**src/rtl/gen_mtx_burst.sv**
```systemverilog
// Programmable rectangular-pulse source: MTX with period Ps and high time Hs counted in ce ticks, continuous or N-period burst.
// Latency: MTX valid 1 clk after the start edge; frontMTX/done are registered one-clk pulses aligned with MTX.
// Backpressure: none; start is ignored while running, stop is deferred to the end of the current period.
//
// Ports: clk, rst_n (async active-low), ce (tick enable), start/stop strobes,
//        P/H (live period/high time, sampled only at period boundaries), N (burst length, 0 = continuous),
//        MTX, frontMTX, busy, done, cnt (completed periods since last start, wraps).
// Optional: define GEN_MTX_SWEEP_EN to add input STEP; each boundary then reloads Ps as min(Ps+STEP, 2^W-1).
module gen_mtx_burst #(
    parameter int W  = 16,
    parameter int NW = 10
) (
    input  logic          clk,
    input  logic          rst_n,
    input  logic          ce,
    input  logic          start,
    input  logic          stop,
    input  logic [W-1:0]  P,
    input  logic [W-1:0]  H,
    input  logic [NW-1:0] N,
`ifdef GEN_MTX_SWEEP_EN
    input  logic [W-1:0]  STEP,
`endif
    output logic          MTX,
    output logic          frontMTX,
    output logic          busy,
    output logic          done,
    output logic [NW-1:0] cnt
);

    typedef enum logic {S_IDLE, S_RUN} state_t;

    state_t        state_q, state_d;
    logic [W-1:0]  ph_q, ph_d;
    logic [W-1:0]  ps_q, ps_d;
    logic [W-1:0]  hs_q, hs_d;
    logic [NW-1:0] ns_q, ns_d;
    logic [NW-1:0] cnt_q, cnt_d;
    logic          mtx_q, mtx_d;
    logic          front_q, front_d;
    logic          done_q, done_d;
    logic          stp_q, stp_d;

    // A period shorter than 2 ticks cannot show both levels, so it is coerced up.
    logic [W-1:0]  p_min2;
    logic [W-1:0]  ps_reload;
    assign p_min2 = (P < W'(2)) ? W'(2) : P;

`ifdef GEN_MTX_SWEEP_EN
    // Saturating sweep: the carry bit means the sum passed 2^W-1.
    logic [W:0] sweep_sum;
    assign sweep_sum = {1'b0, ps_q} + {1'b0, STEP};
    assign ps_reload = sweep_sum[W] ? {W{1'b1}} : sweep_sum[W-1:0];
`else
    assign ps_reload = p_min2;
`endif

    always_comb begin
        state_d = state_q;
        ph_d    = ph_q;
        ps_d    = ps_q;
        hs_d    = hs_q;
        ns_d    = ns_q;
        cnt_d   = cnt_q;
        mtx_d   = mtx_q;
        stp_d   = stp_q;
        done_d  = 1'b0;
        case (state_q)
            S_IDLE: begin
                // stop on the same edge as start wins: stay idle, no done.
                if (start && !stop) begin
                    state_d = S_RUN;
                    ps_d    = p_min2;
                    hs_d    = H;
                    ns_d    = N;
                    ph_d    = '0;
                    cnt_d   = '0;
                    stp_d   = 1'b0;
                    mtx_d   = (H != '0);
                end
            end
            default: begin
                if (stop) stp_d = 1'b1;
                if (ce) begin
                    if (ph_q != ps_q - W'(1)) begin
                        ph_d  = ph_q + W'(1);
                        mtx_d = (ph_q + W'(1) < hs_q);
                    end else begin
                        // Period boundary: the only place shadows reload, so live P/H never glitch MTX.
                        ph_d  = '0;
                        cnt_d = cnt_q + NW'(1);
                        if (((ns_q != '0) && (cnt_d == ns_q)) || stp_q) begin
                            state_d = S_IDLE;
                            mtx_d   = 1'b0;
                            done_d  = 1'b1;
                            stp_d   = 1'b0;
                        end else begin
                            ps_d  = ps_reload;
                            hs_d  = H;
                            mtx_d = (H != '0);
                        end
                    end
                end
            end
        endcase
        front_d = mtx_d & ~mtx_q;
    end

    always_ff @(posedge clk or negedge rst_n) begin
        if (!rst_n) begin
            state_q <= S_IDLE;
            ph_q    <= '0;
            ps_q    <= W'(2);
            hs_q    <= '0;
            ns_q    <= '0;
            cnt_q   <= '0;
            mtx_q   <= 1'b0;
            front_q <= 1'b0;
            done_q  <= 1'b0;
            stp_q   <= 1'b0;
        end else begin
            state_q <= state_d;
            ph_q    <= ph_d;
            ps_q    <= ps_d;
            hs_q    <= hs_d;
            ns_q    <= ns_d;
            cnt_q   <= cnt_d;
            mtx_q   <= mtx_d;
            front_q <= front_d;
            done_q  <= done_d;
            stp_q   <= stp_d;
        end
    end

    assign MTX      = mtx_q;
    assign frontMTX = front_q;
    assign busy     = (state_q == S_RUN);
    assign done     = done_q;
    assign cnt      = cnt_q;

endmodule

```
**config.mk**
```make
export PLATFORM = sky130hd
export DESIGN_NAME = gen_mtx_burst
export DESIGN_NICKNAME = d
export VERILOG_FILES = /design/src/rtl/gen_mtx_burst.sv
export SDC_FILE = /design/constraint.sdc
export NUM_CORES = 1
export LEC_CHECK = 0
export CORE_ASPECT_RATIO = 0.5
export CORE_MARGIN = 2
export CORE_UTILIZATION = 64
export DETAILED_ROUTE_END_ITERATION = 7
export DONT_BUFFER_PORTS = 1
export GPL_ROUTABILITY_DRIVEN = 0
export PLACE_DENSITY = 0.8
export SLEW_MARGIN = 20
export SYNTH_ARGS = -nofsm -noshare
export SYNTH_HDL_FRONTEND = slang
export SYNTH_SLANG_ARGS = --single-unit
```
**constraint.sdc**
```tcl
create_clock -name clk -period 4.1 [get_ports clk]
set_input_delay 0.82 -clock clk [delete_from_list [all_inputs] [get_ports clk]]
set_output_delay 0.82 -clock clk [all_outputs]
set_load 0.005 [all_outputs]
```
==> impl_metrics.tcl <==
set metrics [dict create \
    status "finished clean" \
    fp.coreArea_sq_um 7267 \
    unrepaired_setup_endpoints_after_global_routing "no" \
    worst-slew-pin-transition_ps 1104 \
    global_route.overflow_total 0 \
    num_rows 22 \
    cts_repair_resize_count 0 \
    r2r_setup_slack_ps 370 \
    areaGrowthSynthToFinish_pct 6.974 \
    timing.fmax_mhz 268.4 \
    vdd_ir_max_mv 0.2909 \
    numPlacedInstances 564 \
    globalRouteTotalUtil_pct 27.23 \
    num_vias 3681 \
    setup.worst_path.start_class "register" \
    grt_max_degree 74 \
    worstReg2RegEnd "ps_q[9]" \
    most_frequent_cell_after_synthesis "dfrtp_1" \
    post_drt_wl_per_cell_um 18.02 \
    worstReg2RegStart "ps_q[0]" \
    placedInstanceArea_sq_um 4765 \
    postSynthRegisterBits 73 \
    finalSetupViolations 0 \
    worst-r2r-cell-count 10 \
    sequential_cell_area_sq_um 1828 \
    final_util_pct 70.25 \
    clock_latency_on_the_worst_skew_pair_ps 340 \
    synth_top_area_share_pct 37.76 \
    route.final.wire_length_mm 10.45 \
    timing.critical_path.slowest_cell_delay_ps 540 \
    net_count_synth 551 \
    clk_root_buffer_cell "clkbuf_16" \
    post_synth_main_area_contributors "dfrtp_1 (38%), mux2_4 (8.8%), xnor2_1 (4.8%)" \
    fp.dieH_um 65.06 \
    final_layout_size_suffix_gt1_share_pct 13.64 \
    path_clk_slew_ps 60 \
    pre_cts_ws_ps 433.0 \
    buffers_added_on_ports 0 \
    hold_viol_final 0 \
    globalRoute.busiestLayer "met2" \
    grt_util_met2_pct 43.01 \
    timing.critical_path.buf_inv 1 \
    static-leakage-power_nw 2.340 \
    layout_worst_path_cycle_share_pct 90.86 \
    post-route-worst-setup-slack_ps 374.6 \
    initial_utilization_pct 65.67 \
    dr.pass1.iters 5 \
    post_cts_hold_buffer_count 0 \
    grt.met1_usage_pct 36.63 \
    clockBufferDepth 2 \
    worstPathMaxFanout 32 \
    maxCapViolations 0 \
    dp_hpwl_mm 7.362 \
    syn_area_cell_sq_um 9.819 \
    crit_required_ps 4320 \
    power-per-cell-area_nw_per_um2 620.7 \
    worstHoldPathType "in2async" \
    floorplan.io_pins 61 \
    synth-warning-count 0 \
    finalMaxSlewViolations 0 \
    postSynth.asyncResetShare_pct 100.0 \
    wire_length_of_the_first_global_routing_pass_mm 17.39 \
    drt.antenna.violating_nets 0 \
    synth_common_cells "dfrtp_1 (72), nand2_1 (50), mux2_4 (28)" \
    worst_path_max_delay_cell "nor4b_2" \
    power.total_mw 3.168 \
    fin_worst_hold_slack_ps 173.9 \
    synth-seq-area-share_pct 38.31 \
    synth_enable_flop_cells 0 \
    antenna_cells_inserted 0 \
    grt_pass1_vias 3503 \
    n_fill_cell 551 \
    post_synth_num_cell_types 60 \
    initial_antenna_violation_count 0 \
    worst_path_dominant_cell_family "simple AND/OR/NAND/NOR gates" \
    path_cells "inv_1 > ha_1 > nor4b_2 > a21oi_1 > a311o_1 > nor4_2 > and2b_1 > and4_4 > a21o_4 > mux2_2" \
    synthesis.instances 486 \
    die-width_um 126.1 \
    postCtsSetupRepairBufs 0 \
    vias_per_cell 6.347 \
    fin_crit_ps 3725 \
    cts_buffer_count 9 \
    postLayoutCellArea_sq_um 5105 \
    cp-end-kind "register" \
    slew-limit-headroom_pct 26.40 \
    design.die.area_sq_um 8205 \
    dominantRegCellSynth "dfrtp_1" \
    finalClockSkew_ps 9.036 \
    instances_no_fill 580 \
    detail_route.drc_violations 0 \
    area_of_combinational_cells_with_multiple_inputs_sq_um 2715 \
    timing.setup.critical_path_class "reg2reg" \
    clkSinkCount 73 \
    drt_first_iter_violations 242 \
    setup_tns_ps 0 \
    globalRouteMet3Util_pct 8.423 \
    crit_arrival_ps 3940 \
    top_cell_type_by_total_area_after_synthesis "dfrtp_1" \
    htreeDepth 3 \
    synth.cell_area_sq_um 4772 \
    nNetsFinal 544 \
    cts_tree "built" \
]
## routing by layer
metal	vias up	wire length, um
met4	0	150
met1	1774	4711
met5	-	0
met3	16	837
li1	1765	-
met2	126	4753
## logic make-up (layout without fill, tap and decap cells)
group | count (synthesis) | in the layout | synth area share (%)
XOR/XNOR | 41 | 41 | 7.525
multiplexers | 34 | 34 | 10.15
AO/OA/AOI/OAI | 98 | 98 | 13.92
flip-flops | 73 | 73 | 38.31
buffers and inverters | 42 | 40 | 4.798
adder cells (fa/ha/maj) | 18 | 18 | 4.720
AND/OR/NAND/NOR | 180 | 180 | 20.58
## registers in the layout (all words and copies together) (netlist names), 10 cells and up
name,cells
ph_q,16
ps_q,16
cnt,10
hs_q,16
ns_q,10
## worst register-to-register path: cells and delay by family, from the launching register on
kind	cells	cell delay (ps)
AOI/OAI and AO/OA	3	1010
adders and majority gates	1	330
buffers and inverters	1	100
DFF	1	430
muxes	1	420
and+or+nand+nor	4	1330
## area by class of cell
class,instances,area share (%)
Clock inverter,4,1.446
Clock buffer,12,5.221
Sequential cell,73,35.81
Tap cell,96,2.353
Inverter,21,1.544
Multi-Input combinational cell,371,53.19
Timing Repair Buffer,3,0.4412
## cell usage in the layout (no fill, tap or decap), types with 4 or more instances in the layout
cell type   n
a22o_1      7
nor4_1     20
a21o_1      5
dfrtp_1    72
mux2_4     28
a211oi_1    4
xnor2_1    26
nor3_1     11
nor2_1     18
or2_2       5
ha_1       18
a211o_1     6
or3_1       6
nand2b_1    8
o21ai_0    17
clkbuf_16   9
nand4_1     9
nand3_1    16
nor2b_1     6
a21oi_1    23
and3_1     13
inv_1      21
xor2_1     15
a31oi_1    12
nand2_1    50
## power breakdown
part / internal, mW / total (mW) / switching [mW]
Combinational: 0.565 / 1.10 / 0.535
Sequential: 0.919 / 1.19 / 0.272
Clock: 0.582 / 0.878 / 0.296
## how the worst max path moves through the flow
stage	start	slack, ps	depth (start not counted)	to
3_3_place_gp	ps_q[0]	560	10	ps_q[9]
5_1_grt	ps_q[0]	60	10	ps_q[9]
2_1_floorplan	ps_q[0]	1020	12	hs_q[0]
4_1_cts	ps_q[0]	410	10	ps_q[9]
6_report	ps_q[0]	370	10	ps_q[9]
3_5_place_dp	ps_q[0]	430	10	ps_q[9]
Power figures use the tool's default switching activity.
